## src/rtl/fp16_normalize.sv

```systemverilog
// fp16 operand normalizer, fed by the fp16 special-value classifier.
// Turns class flags plus sign/exp/mant fields into an unpacked operand:
//   - an unbiased two's-complement exponent,
//   - an 11-bit significand with an explicit leading bit,
//   - a 3-bit class code.
// Subnormals are normalized one bit per enabled cycle in the SHIFT state.
// Optional macro FP16_NORM_DAZ_EN: subnormals are flushed to signed zero
// at accept, and SHIFT is never entered.
`timescale 1ns/1ps

module fp16_normalize #(
   parameter int unsigned EXP_W = 7,
   parameter int unsigned BIAS  = 15
) (
   input  logic             clk,
   input  logic             rst,
   input  logic             enable,
   input  logic             in_valid,
   output logic             in_ready,
   input  logic             is_nan,
   input  logic             is_pinf,
   input  logic             is_ninf,
   input  logic             is_normal,
   input  logic             is_subnormal,
   input  logic             sign_in,
   input  logic [4:0]       exp_in,
   input  logic [9:0]       mant_in,
   output logic             out_valid,
   input  logic             out_ready,
   output logic             sign_out,
   output logic [EXP_W-1:0] exp_out,
   output logic [10:0]      sig_out,
   output logic [2:0]       class_out
);

   localparam logic [2:0] CLS_ZERO   = 3'd0;
   localparam logic [2:0] CLS_NORMAL = 3'd1;
   localparam logic [2:0] CLS_SUB    = 3'd2;
   localparam logic [2:0] CLS_PINF   = 3'd3;
   localparam logic [2:0] CLS_NINF   = 3'd4;
   localparam logic [2:0] CLS_NAN    = 3'd5;

   typedef enum logic [1:0] {StIdle, StShift, StHold} state_e;

   state_e           r_state;
   logic             r_sign;
   logic [EXP_W-1:0] r_exp;
   logic [10:0]      r_sig;
   logic [2:0]       r_class;

   logic [EXP_W-1:0] w_exp_norm;
   logic [EXP_W-1:0] w_exp_inf;
   logic [EXP_W-1:0] w_exp_sub;
   logic [EXP_W-1:0] w_exp_dec;
   logic [10:0]      w_sig_shl;

   assign w_exp_norm = EXP_W'(exp_in) - EXP_W'(BIAS);
   assign w_exp_inf  = EXP_W'(16);
   assign w_exp_sub  = EXP_W'(1) - EXP_W'(BIAS);
   assign w_exp_dec  = r_exp - EXP_W'(1);
   assign w_sig_shl  = {r_sig[9:0], 1'b0};

   assign in_ready  = enable & (r_state == StIdle);
   assign out_valid = (r_state == StHold);
   assign sign_out  = r_sign;
   assign exp_out   = r_exp;
   assign sig_out   = r_sig;
   assign class_out = r_class;

   // Operand FSM: capture at accept, shift subnormals, hold until taken downstream
   always_ff @(posedge clk or posedge rst) begin
      if (rst) begin
         r_state <= StIdle;
         r_sign  <= 1'b0;
         r_exp   <= '0;
         r_sig   <= '0;
         r_class <= CLS_ZERO;
      end else if (enable) begin
         case (r_state)
            StIdle: begin
               if (in_valid) begin
                  r_sign  <= sign_in;
                  r_state <= StHold;
                  if (is_nan) begin
                     r_class <= CLS_NAN;
                     r_exp   <= w_exp_inf;
                     r_sig   <= {1'b0, mant_in};
                  end else if (is_pinf || is_ninf) begin
                     r_class <= is_pinf ? CLS_PINF : CLS_NINF;
                     r_exp   <= w_exp_inf;
                     r_sig   <= '0;
                  end else if (is_subnormal) begin
`ifdef FP16_NORM_DAZ_EN
                     r_class <= CLS_ZERO;
                     r_exp   <= '0;
                     r_sig   <= '0;
`else
                     // A zero mantissa would never reach a leading one; treat it as zero
                     if (mant_in == 10'd0) begin
                        r_class <= CLS_ZERO;
                        r_exp   <= '0;
                        r_sig   <= '0;
                     end else begin
                        r_class <= CLS_SUB;
                        r_exp   <= w_exp_sub;
                        r_sig   <= {1'b0, mant_in};
                        r_state <= StShift;
                     end
`endif
                  end else if (is_normal) begin
                     r_class <= CLS_NORMAL;
                     r_exp   <= w_exp_norm;
                     r_sig   <= {1'b1, mant_in};
                  end else begin
                     r_class <= CLS_ZERO;
                     r_exp   <= '0;
                     r_sig   <= '0;
                  end
               end
            end
            StShift: begin
               r_sig <= w_sig_shl;
               r_exp <= w_exp_dec;
               if (w_sig_shl[10]) begin
                  r_state <= StHold;
               end
            end
            StHold: begin
               if (out_ready) begin
                  r_state <= StIdle;
               end
            end
            default: r_state <= StIdle;
         endcase
      end
   end

endmodule
```

## config.mk

```make
export PLATFORM = sky130hd
export DESIGN_NAME = fp16_normalize
export DESIGN_NICKNAME = d
export VERILOG_FILES = /design/src/rtl/fp16_normalize.sv
export SDC_FILE = /design/constraint.sdc
export NUM_CORES = 1
export LEC_CHECK = 0
export BUFFER_PORTS_ARGS = -buffer_cell sky130_fd_sc_hd__buf_2
export CORE_MARGIN = 2
export CORE_UTILIZATION = 30
export CTS_CLUSTER_DIAMETER = 200
export DETAILED_ROUTE_END_ITERATION = 8
export GPL_ROUTABILITY_DRIVEN = 1
export GPL_TIMING_DRIVEN = 0
export PLACE_DENSITY_LB_ADDON = 0.12
export SYNTH_ARGS = -nofsm -noshare
export SYNTH_HDL_FRONTEND = slang
export SYNTH_SLANG_ARGS = --single-unit
```

## constraint.sdc

```tcl
create_clock -name clk -period 2.1 [get_ports clk]
set_input_delay 0.525 -clock clk [delete_from_list [all_inputs] [get_ports clk]]
set_output_delay 0.525 -clock clk [all_outputs]
set_load 0.02 [all_outputs]
```

==> flow_summary.json <==
{
  "status": "completed",
  "clock_latency_ns": 0.28,
  "nets": 233,
  "crit_fanout": 10,
  "max_stage_delay_ns": 0.46,
  "sequentialPowerShare_pct": 39.8,
  "ys_types": 41,
  "grt_pass1_vias": 1480,
  "gp_congestion": 0.7886,
  "track_usage_pct": 16.80,
  "gr-usage-met2_pct": 30.20,
  "period_share_pct": 92.79,
  "crit_chain": "clkbuf_1 > nor2_1 > buf_2",
  "yosysWarnings": 0,
  "clockBufferDepth": 2,
  "finClkSkew_ns": 0.01110,
  "syn-num-nets": 179,
  "cp_top_family": "buffers and inverters",
  "rsz0062_at_grt": "false",
  "max_slew.worst_pin.slew_ns": 0.9953,
  "yosysMostFrequentCell": "dfrtp_1",
  "use_met1_pct": 19.66,
  "dr.pass1.iters": 4,
  "antenna_found_initial": 0,
  "net-switching-power_w": 0.0006182,
  "crit_start": "r_state[0]",
  "synth_area_leaders": "dfrtp_1, a221o_1, and3_1, o21ai_0, nor2b_1",
  "p_leak_nw": 0.8401,
  "dp_hpwl_mm": 3.139,
  "grt-busiest-layer": "met2",
  "grtUsageMet3_pct": 3.453,
  "r2r_end": "sig_out[4]",
  "max_freq_mhz": 513.2,
  "path_buf_inv": 2,
  "power_w": 0.001674,
  "fin_crit_ns": 1.949,
  "numClockSinks": 24,
  "first_iter_violations": 69,
  "ant_nets": 0,
  "die_h_um": 72.74,
  "start_util_pct": 30.62,
  "grt_max_degree": 25,
  "dpl-instance-area_mm2": 0.001730,
  "cts_made_buffers": 3,
  "final_util_pct": 38.92,
  "synth_area_mm2": 0.001418,
  "drt_wl_total_mm": 4.238,
  "drive_above_1_share_pct": 31.37,
  "synthArstFlopShare_pct": 100.0,
  "syn_to_final_growth_pct": 27.10,
  "cts_hold_buf": 0,
  "required_ns": 1.57,
  "port_buffers": 49,
  "crit_cells": 3,
  "ys_seq_elements": 24,
  "yosysSeqAreaShare_pct": 42.37,
  "drc": 0,
  "tns_ns": 0,
  "clockRootBuffer": "clkbuf_8",
  "synth_area_per_cell_um2": 9.388,
  "r2r_cells": 5,
  "yosysTopAreaCell": "dfrtp_1",
  "cts_resized": 0,
  "syn_inst": 151,
  "worstSetupEndpointType": "output pin",
  "dieArea_mm2": 0.005291,
  "pwr-share-clk_pct": 25.2,
  "rows": 25,
  "grt_pass1_wl_mm": 7.010,
  "intPower_w": 0.001055,
  "io_pins": 50,
  "combPwrFrac_pct": 35.0,
  "core_mm2": 0.004629,
  "viasPerCell": 5.391,
  "n_fill_cell": 475,
  "cp_slowest_cell": "dfrtp_1",
  "reg2reg_from": "r_state[1]",
  "htreeDepth": 1,
  "ff2ff_setup_slack_ns": 0.22,
  "yosysTopAreaCellShare_pct": 42.37,
  "setup_viol": 0,
  "cap_violations": 0,
  "die_x_um": 72.74,
  "hold_viol": 0,
  "synth.cells.most_frequent": "dfrtp_1, nand2_1, o21ai_0",
  "cts_setup_buffers": 0,
  "critPathLaunchType": "register",
  "cts_tree": "done",
  "max-slew-margin-rel_pct": 33.57,
  "num_vias": 1391,
  "cellPowerDensity_mw_per_mm2": 928.9,
  "ys.flop_type": "dfrtp_1",
  "synth_edf_count": 0,
  "grt-ovfl-total": 0,
  "arrival_ns": 1.42,
  "cp-endpoint": "in_ready",
  "criticalPathCategory": "reg2out",
  "ir_drop_v": 0.0003032,
  "maxSlewViolCount": 0,
  "fin_area_mm2": 0.001802,
  "avgRoutedWirePerCell_um": 16.43,
  "antennaDiodeCount": 0,
  "hold_class": "in2async",
  "path_clk_slew_ns": 0.10,
  "p_sw_share_pct": 36.94
}
power groups by stage:
stage	combinational (W)	sequential (W)	clock, W
2_1_floorplan	0.000242	0.000792	0
3_3_place_gp	0.000583	0.000666	0
3_5_place_dp	0.000594	0.000670	0
4_1_cts	0.000593	0.000664	0.000431
5_1_grt	0.000639	0.000680	0.000448
6_report	0.000586	0.000666	0.000422
stage by stage:
stage | std cells | setup WS (ns) | hold slack [ns]
detailed placement | 254 | -0.04283 | 0.4983
global route | 258 | 0.06462 | 0.4730
global placement | 254 | -0.04091 | 0.4860
floorplan | 151 | 0.2570 | 0.5331
CTS | 258 | 0.1798 | 0.4671
finish | 258 | 0.1515 | 0.4684
worst min path at each step:
stage | from | endpoint | depth (start not counted)
4_1_cts | sign_in | sign_out | 2
6_report | rst | exp_out[0] | 2
3_3_place_gp | sign_out | sign_out | 1
5_1_grt | mant_in[0] | sig_out[0] | 2
3_5_place_dp | sign_out | sign_out | 1
2_1_floorplan | r_state[1] | r_state[1] | 2
area by class of cell:
type | instances | area, um2 | share of cell area (%)
Timing Repair Buffer | 49 | 245.2 | 13.61
Buffer | 6 | 23.77 | 1.319
Clock inverter | 1 | 30.03 | 1.667
Sequential cell | 24 | 600.6 | 33.33
Clock buffer | 3 | 41.29 | 2.292
Multi-Input combinational cell | 114 | 767.0 | 42.57
Inverter | 7 | 26.28 | 1.458
Tap cell | 54 | 67.56 | 3.750
worst register-to-register path, stage by stage, from the launching register on:
cell and delay, ns:
dfrtp_1 0.46, nor2b_1 0.12, buf_2 0.22, o21ai_2 0.20, nor4_2 0.57, a221o_1 0.25
routing by layer:
metal | up-vias | wire, um
met2 | 27 | 2185
met4 | 0 | 46
met3 | 4 | 178
li1 | 675 | -
met1 | 685 | 1827
met5 | - | 0
kinds of logic after synthesis:
| logic type | Yosys count | synth area share [%] |
|---|---|---|
| compound gates | 45 | 23.30 |
| xor+xnor | 3 | 1.854 |
| fa+ha+maj | 2 | 1.765 |
| buf+inv | 13 | 3.531 |
| flops | 24 | 42.37 |
| mux | 2 | 1.589 |
| simple gates | 62 | 25.60 |
cell usage in the layout (no fill, tap or decap), drive strengths merged, types with 3 or more instances in the layout:
master	synthesis	layout
buf	1	50
nand2b	5	5
nor2b	7	7
a221o	7	7
o311ai	6	6
o21ai	11	11
nand2	10	10
a21oi	7	7
o21a	3	3
nor2	8	8
and3	8	8
inv	7	7
dfrtp	24	24
nor3	4	4
clkbuf	5	8
nand3	4	4
or2	3	3
sequential cells by signal (all words and copies together) (netlist names):
register and cells:
class_out 3, r_state 2, sign_out 1, exp_out 7, sig_out 11
Power figures use the tool's default switching activity.
